File: config.mk
export PLATFORM = sky130hd
export DESIGN_NAME = mmio_bridge
export DESIGN_NICKNAME = d
export VERILOG_FILES = /design/src/rtl/mmio_pkg.sv /design/src/rtl/mmio_debounce.sv /design/src/rtl/mmio_bridge.sv
export SDC_FILE = /design/constraint.sdc
export NUM_CORES = 1
export LEC_CHECK = 0
export CAP_MARGIN = 10
export CORE_MARGIN = 2
export CORE_UTILIZATION = 53
export DETAILED_ROUTE_END_ITERATION = 16
export PLACE_DENSITY = 0.86
export REMOVE_ABC_BUFFERS = 1
export SYNTH_ARGS = -nofsm -noshare
export SYNTH_HDL_FRONTEND = slang
export SYNTH_SLANG_ARGS = --single-unit
File: constraint.sdc
create_clock -name clock -period 6.45 [get_ports clock]
set_clock_uncertainty 0.15 [all_clocks]
set_input_delay 0.9675 -clock clock [delete_from_list [all_inputs] [get_ports clock]]
set_output_delay 0.9675 -clock clock [all_outputs]
set_load 0.02 [all_outputs]
File: src/rtl/mmio_pkg.sv
// mmio_pkg: shared constants for the MMIO bridge.
//   - status-word bit positions for input channel reads
//   - default base addresses and debounce length
//   - maximum channel count, used to size zero-padded lookup vectors
//   - addr_in_range(): half-open word-address range test
package mmio_pkg;

    localparam int ST_LVL  = 0;
    localparam int ST_EVT  = 1;
    localparam int W1C_BIT = 1;

    localparam int MAX_CH = 16;

    localparam logic [31:0] DEF_IN_BASE   = 32'd1000;
    localparam logic [31:0] DEF_OUT_BASE  = 32'd2000;
    localparam logic [15:0] DEF_DB_CYCLES = 16'd1000;

    // True when base <= addr < base + n. The subtraction form avoids
    // overflow when base + n would wrap past 2^32.
    function automatic logic addr_in_range(input logic [31:0] addr,
                                           input logic [31:0] base,
                                           input int unsigned n);
        return (addr >= base) && ((addr - base) < 32'(n));
    endfunction

endpackage

File: src/rtl/mmio_debounce.sv
// mmio_debounce: one button channel.
//   clock, reset : clock and synchronous active-high reset
//   btn_raw      : asynchronous raw button input
//   lvl          : debounced stable level
//   rise         : one-cycle pulse, high in the cycle whose edge raises lvl
module mmio_debounce
    import mmio_pkg::*;
#(
    parameter logic [15:0] DB_CYCLES = DEF_DB_CYCLES
) (
    input  logic clock,
    input  logic reset,
    input  logic btn_raw,
    output logic lvl,
    output logic rise
);

    logic        sync1_q, sync1_d;
    logic        sync2_q, sync2_d;
    logic        lvl_q, lvl_d;
    logic [15:0] cnt_q, cnt_d;

    always_comb begin
        sync1_d = btn_raw;
        sync2_d = sync1_q;
        lvl_d   = lvl_q;
        cnt_d   = '0;
        if (sync2_q != lvl_q) begin
            if (cnt_q == DB_CYCLES - 16'd1) begin
                lvl_d = ~lvl_q;
            end else begin
                cnt_d = cnt_q + 16'd1;
            end
        end
    end

    always_ff @(posedge clock) begin
        if (reset) begin
            sync1_q <= 1'b0;
            sync2_q <= 1'b0;
            lvl_q   <= 1'b0;
            cnt_q   <= '0;
        end else begin
            sync1_q <= sync1_d;
            sync2_q <= sync2_d;
            lvl_q   <= lvl_d;
            cnt_q   <= cnt_d;
        end
    end

    assign lvl = lvl_q;
    // Taken from the next-state so the sticky event latches on the same edge
    // that raises lvl; a status read then never sees lvl=1 with evt=0.
    assign rise = lvl_d & ~lvl_q;

endmodule

File: src/rtl/mmio_bridge.sv
// mmio_bridge: steers processor data accesses to RAM or to MMIO registers.
//   address_dmem, wren, data : processor data-memory request
//   q_dmem                   : read data, one cycle after the address
//   ram_q, ram_wren          : RAM read data in, gated RAM write enable out
//   button_in                : raw buttons, one debounced channel each
//   processor_out            : output registers, channel j at [32j+31:32j]
//   irq                      : present only when MMIO_IRQ_EN is defined
// Build option MMIO_IRQ_EN adds a mask register at IN_BASE+NUM_IN and a
// registered interrupt |(evt & mask).
module mmio_bridge
    import mmio_pkg::*;
#(
    parameter int          NUM_IN    = 4,
    parameter int          NUM_OUT   = 4,
    parameter logic [31:0] IN_BASE   = DEF_IN_BASE,
    parameter logic [31:0] OUT_BASE  = DEF_OUT_BASE,
    parameter logic [15:0] DB_CYCLES = DEF_DB_CYCLES
) (
    input  logic                   clock,
    input  logic                   reset,
    input  logic [31:0]            address_dmem,
    input  logic                   wren,
    input  logic [31:0]            data,
    output logic [31:0]            q_dmem,
    input  logic [31:0]            ram_q,
    output logic                   ram_wren,
    input  logic [NUM_IN-1:0]      button_in,
    output logic [NUM_OUT*32-1:0]  processor_out
`ifdef MMIO_IRQ_EN
    ,
    output logic                   irq
`endif
);

    logic              in_chan_hit, mask_hit, in_hit, out_hit, hit;
    logic [3:0]        in_idx, out_idx;
    logic [NUM_IN-1:0] lvl, rise;
    logic [NUM_IN-1:0] evt_q, evt_d;
    logic [MAX_CH-1:0] lvl_pad, evt_pad;
    logic [31:0]       out_q [NUM_OUT];
    logic [31:0]       out_d [NUM_OUT];
    logic              sel_mmio_q, sel_mmio_d;
    logic [31:0]       mmio_rd_q, mmio_rd_d;

    assign in_chan_hit = addr_in_range(address_dmem, IN_BASE, NUM_IN);
    assign out_hit     = addr_in_range(address_dmem, OUT_BASE, NUM_OUT);
`ifdef MMIO_IRQ_EN
    // Decoded separately: with NUM_IN=16 its 4-bit index would alias channel 0.
    assign mask_hit = (address_dmem == IN_BASE + 32'(NUM_IN));
`else
    assign mask_hit = 1'b0;
`endif
    assign in_hit   = in_chan_hit | mask_hit;
    assign hit      = in_hit | out_hit;
    assign in_idx   = 4'(address_dmem - IN_BASE);
    assign out_idx  = 4'(address_dmem - OUT_BASE);
    assign ram_wren = wren & ~hit;

    for (genvar i = 0; i < NUM_IN; i++) begin : g_in
        mmio_debounce #(.DB_CYCLES(DB_CYCLES)) u_db (
            .clock   (clock),
            .reset   (reset),
            .btn_raw (button_in[i]),
            .lvl     (lvl[i]),
            .rise    (rise[i])
        );
    end

    for (genvar j = 0; j < NUM_OUT; j++) begin : g_out
        assign processor_out[32*j +: 32] = out_q[j];
    end

    // Zero-padded so an out-of-range index reads 0 instead of going past the vector.
    assign lvl_pad = MAX_CH'(lvl);
    assign evt_pad = MAX_CH'(evt_q);

`ifdef MMIO_IRQ_EN
    logic [NUM_IN-1:0] mask_q, mask_d;
    logic              irq_q, irq_d;

    always_comb begin
        mask_d = mask_q;
        if (wren && mask_hit) begin
            mask_d = data[NUM_IN-1:0];
        end
        irq_d = |(evt_q & mask_q);
    end

    always_ff @(posedge clock) begin
        if (reset) begin
            mask_q <= '0;
            irq_q  <= 1'b0;
        end else begin
            mask_q <= mask_d;
            irq_q  <= irq_d;
        end
    end

    assign irq = irq_q;
`endif

    always_comb begin
        // A rising edge in the same cycle as a W1C wins: rise is OR'd in last.
        for (int i = 0; i < NUM_IN; i++) begin
            evt_d[i] = (evt_q[i] & ~(wren & in_chan_hit & data[W1C_BIT]
                                     & (in_idx == 4'(i)))) | rise[i];
        end

        for (int j = 0; j < NUM_OUT; j++) begin
            out_d[j] = out_q[j];
            if (wren && out_hit && (out_idx == 4'(j))) begin
                out_d[j] = data;
            end
        end

        sel_mmio_d = hit;
        mmio_rd_d  = '0;
        if (in_chan_hit) begin
            mmio_rd_d[ST_EVT] = evt_pad[in_idx];
            mmio_rd_d[ST_LVL] = lvl_pad[in_idx];
        end else if (out_hit) begin
            for (int j = 0; j < NUM_OUT; j++) begin
                if (out_idx == 4'(j)) begin
                    mmio_rd_d = out_q[j];
                end
            end
        end
`ifdef MMIO_IRQ_EN
        else if (mask_hit) begin
            mmio_rd_d = 32'(mask_q);
        end
`endif
    end

    always_ff @(posedge clock) begin
        if (reset) begin
            evt_q      <= '0;
            sel_mmio_q <= 1'b0;
            mmio_rd_q  <= '0;
            for (int j = 0; j < NUM_OUT; j++) begin
                out_q[j] <= '0;
            end
        end else begin
            evt_q      <= evt_d;
            sel_mmio_q <= sel_mmio_d;
            mmio_rd_q  <= mmio_rd_d;
            for (int j = 0; j < NUM_OUT; j++) begin
                out_q[j] <= out_d[j];
            end
        end
    end

    assign q_dmem = sel_mmio_q ? mmio_rd_q : ram_q;

endmodule

Word-level counts from Yosys, hierarchy flattened. Memories as Yosys holds them, arrays and structs flattened. Cells that the tools add are included.

Register bits after elaboration: 113. Bits in writable memories: 128. Output and inout bits: 161. Memories kept: 1.

Memories: out_q (depth 4, width 32, rd ports 4, clocked after Yosys merged registers in 0, write ports 4, RTL line mmio_bridge.sv:40) `logic [31:0] out_q [NUM_OUT];`.

Add/sub/neg operators: 6. $lt $le $gt $ge: 5. Eq/ne operators: 14. Muxes and demuxes: 30. Bitwise operators: 38. Reductions and logical operators: 14.

Operators with widths (count): $mux 32 (13); $add 16x1->16 const B (4); $eq 16x10->1 const B (4); $lt 32x3->1 const B (2); $ge 32x10->1 const B (1); $ge 32x11->1 const B (1); $sub 32x10->32 const B (1); $sub 32x11->32 const B (1); $eq 4x2->1 const B (4); $and 1x1->1 (15); $reduce_or 3->1 (5); $not 1->1 (14); $mux 1 (13); $or 1x1->1 (9); $bmux 1 s4 (2); $eq 4x1->1 const B (2); $logic_not 4->1 (2); $logic_and 1x1->1 (7); $lt 4x5->1 const B (1); $mux 2 (2); $ne 1x1->1 (4).

Longest topological paths before layout.
Depth in word-level cells: 9. Depth in mapped cells: 9. Gate-level depth less buffers: 7.

Modules after synthesis. A second synthesis with hierarchy kept.

Cell total of the unflattened synthesis: 1099. Area total of the unflattened synthesis: 10881.7 um2.

By module, submodules not included: mmio_bridge (instances 1, cells each 731, area an instance 7458.4 um2, seq. area each 3303.2 um2); mmio_debounce (instances 4, cells each 92, area an instance 855.8 um2, seq. area each 380.4 um2).

Worst setup path before layout. OpenSTA, ideal clock, no wires.

Path kind: in2out. Start point: in address_dmem[15]. End point: out ram_wren. Arrival: 2.962 ns. Setup slack: 2.371 ns. Stages: 7. Path buffers: 1. Cell sequence: clkbuf_1 > nor4_1 > nand4_1 > or4_1 > a2111oi_0 > nand3_1 > and3_1.

Longest elaborated chain between the ends: 6. Elaborated cells on any way between the ends: 11. Those cells by class: add/sub: 2; order compare: 4; bitwise: 3; reduce/logical: 2.

RTL lines: start: declaration (RTL line mmio_bridge.sv:21) `input logic [31:0] address_dmem,`; $sub 32x10->32 or $sub 32x11->32 (tied branches); $lt 32x3->1 (RTL line mmio_pkg.sv:23) `return (addr >= base) && ((addr - base) < 32'(n));`; $logic_and 1x1->1 (RTL line mmio_pkg.sv:23); $or 1x1->1 * (RTL line mmio_bridge.sv:54) `assign hit = in_hit | out_hit;`; $not 1->1 * (RTL line mmio_bridge.sv:57) `assign ram_wren = wren & ~hit;`; $and 1x1->1 * (RTL line mmio_bridge.sv:57); end: declaration (RTL line mmio_bridge.sv:26) `output logic ram_wren,`.

Mark *: on every way between the ends. The rest lies on a longest branch, timed or not.

Worst setup path after layout. Same ends and word-level chain as after synthesis.

==> metrics.txt <==
status finished, final reports clean; initial antenna violation count 0; Synth area leaders dfxtp_1 46%, mux2i_1 13%, nand2_1 6.8%, a22oi_1 4.4%, mux2_2 3.5%; Post-CTS Setup Repair Bufs 0; worst slew pin tran around 1.0 ns; Clk pwr share between 40% and 50%; Slew HR 32.6%; Top FF cell, synth dfxtp_1; Layout Utilization roughly 73%; Worst Hold End g_in[2].u_db.sync2_q$_SDFF_PP0_; Reg-to-Reg End evt_q[0]$_SDFF_PP0_; CP Buf/Inv Count 2; Post-CTS Resized 0; Adder-Cell Fraction of Synth Area 0.796%; R2R Path Start g_in[0].u_db.cnt_q[9]$_SDFF_PP0_; setup slack, reg-to-reg about 4.0 ns; clock tree sinks 241; Worst Hold Margin around 0.29 ns; Switching Fraction 21.9%; internal power 0.00249 W; CP endpoint kind primary output; vias post-DR 9218; max incr delay on CP 0.63 ns; Bufs on Longest Clock Path 3; final setup TNS 0 ns; Die Ht 144 um; CP max stage cell a2111oi_0; Max Fanout on Critical Path 8; clock transition at the registers of the reported paths 0.06 ns; Yosys cell types 54; clock tree from TritonCTS yes; VDD IR-drop max 0.220 mV; Top Family by Delay on Critical Path simple AND/OR/NAND/NOR gates; switching power of the nets 0.000696 W; vias per cell around 5.6; Total Power between 0.003 and 0.004 W; Nets 1463; Pre-Repair DR Iteration Count 5; power density cells 226 nW/um^2; Mapped Cells 1115; Mapped Area 10400 um^2; dpl hpwl 20.7 mm; multi-input logic area 5280 um^2; final period utilization 84.0%; signal arrival time at the worst endpoint ~4.3 ns; pin count of the biggest net entering global routing 57; Slew Viols, Final 0; largest family of logic cells by synthesized area simple AND/OR/NAND/NOR gates; Synth Area in Compound Gates under 10%; Worst Path Required roughly 5.3 ns; gr usage total between 20% and 30%; number of flops mapped to enable cells by yosys 0; commonest cells in the netlist 241 x dfxtp_1, 189 x nand2_1, 132 x mux2i_1; Avg WL per Cell 19.0 um; area grow syn2layout 35.7%; IO Pins 264; final setup fails 0; fmax 185 MHz; Combinational Power Share 6.2%; fraction of layout instances using a drive strength above 1 7.73%; die width 144 um; dpl cell area 13200 um^2; crit start category primary input; Worst R2R Path Depth 6; count leader, synth dfxtp_1; RSZ-0062 raised after global routing false; die area 20700 um^2; max-capacitance violation count 0; Fillers 1396; Root Driver clkbuf_16; Inserted Diodes 0; Worst Hold Path Cells 1; Synth Area in Simple Gates 18.8%; I/O Buffers 263; async set-reset flop share out of synthesis 0%; area of all placed cells without fillers 14100 um^2; dominant cell type by area after synthesis dfxtp_1; CTS buffer count 25; Post-Route WL 31.2 mm; ANT nets after route 0; Hold Path Origin g_in[2].u_db.sync1_q$_SDFF_PP0_; min Tclk post-route 5.42 ns; final hold violation count 0; Post-Synth XOR/XNOR Area between 4 and 5%; worst hold path class flip-flop to flip-flop; row count 51; most used cell, CP clkdlybuf4s50_1; critical path class primary input to primary output; initial drt markers 484; vias in the first global route around 9100; power share of the sequential group 46.9%; H-tree depth 1; Ys Warns 0; #FFs+latches synth approximately 240; grt ovf 0; cts hold-fix bufs 0; Core Region about 19000 um^2; first-pass GRT wire length approximately 48 mm; initial core utilization 53.7%; Critical Path, Cell by Cell clkdlybuf4s50_1, nor4_1, nand4_1, or4_1, a2111oi_0, nand3_1, and3_1, clkdlybuf4s50_1; clock latency on the worst-skew pair 0.53 ns; post-synthesis mux area share 16.6%; Leak Pwr around 5.3 nW; Final GP Congestion 0.837; DR DRC count 0; sequential standard cell area 4830 um^2; top-area cell type share of the netlist area 46.5%; synthesized area per cell around 9.3 um^2; register area share after synthesis a little under half
-- cell families after synthesis --
| family | after synthesis |
|---|---|
| flops | 241 |
| mux | 166 |
| simple gates | 425 |
| buf+inv | 77 |
| xor+xnor | 58 |
| compound gates | 141 |
| fa+ha+maj | 7 |
-- state kept, by name, indices dropped and copies added (netlist names) --
register           cells
sel_mmio_q             1
g_in.u_db.sync2_q      4
g_in.u_db.sync1_q      4
g_in.u_db.cnt_q       64
out_q                128
mmio_rd_q             32
evt_q                  4
g_in.u_db.lvl          4
-- metal layers --
metal / vias up / routed length [um] / GRT usage [%]
li1: 4402 / - / -
met1: 4439 / 12300 / 34.9
met2: 318 / 15100 / 50.0
met3: 59 / 2900 / 9.70
met4: 0 / 803 / 7.59
met5: - / 0 / 0
-- worst register-to-register path: stages, from the launching register on --
cell     delay, ns
dfxtp_1       0.40
or4b_2        0.59
or4_1         0.48
mux2i_1       0.24
nor3_1        0.09
nor4_1        0.24
a21oi_1       0.12
-- worst max-delay path by stage --
stage                     start                      end  slack (ns)  depth (start not counted)
2_1_floorplan             reset  mmio_rd_q[0]$_SDFF_PP0_        0.98                          3
3_5_place_dp   address_dmem[15]                 ram_wren        1.09                          8
6_report       address_dmem[15]                 ram_wren        1.03                          8
5_1_grt        address_dmem[15]                 ram_wren        0.88                          8
3_3_place_gp   address_dmem[15]                 ram_wren        1.07                          8
4_1_cts        address_dmem[15]                 ram_wren        1.09                          8
-- cell type report --
type                       count  area share, %
multi-input combinational    797           37.5
sequential                   241           34.3
timing repair buffer         276           19.4
clock buffer                  37           5.40
tap                          265           2.35
clock inverter                 7          0.737
inverter                      14          0.391
-- cell usage in the layout, fill, tap and decap left out, drive strengths merged, types with 7 or more instances in the layout --
cell type      count
nand3             33
nor2              87
nand2            189
nand4             24
clkbuf            37
buf               13
o21ai             10
or4                7
and3              14
xor2              33
mux2i            132
xnor2             25
dfxtp            241
nor4              16
a21oi             49
a22oi             61
nor3              19
nor2b             10
inv               16
clkdlybuf4s50    263
mux2              32
-- per-stage QoR --
stage	worst slack, ns	cells
after global routing	0.882	1637
after detailed placement	1.09	1593
after floorplan	0.977	1052
after global placement	1.07	1593
final	1.03	1637
after CTS	1.09	1637
-- power by group through the flow --
stage	Clock (W)	Combinational, W	Sequential, W
3_5_place_dp	0	0.000194	0.00153
2_1_floorplan	0	0.0000747	0.00153
5_1_grt	0.00156	0.000210	0.00149
3_3_place_gp	0	0.000194	0.00153
6_report	0.00149	0.000197	0.00149
4_1_cts	0.00151	0.000196	0.00149
Note: power is estimated with default switching activity, not from simulation.
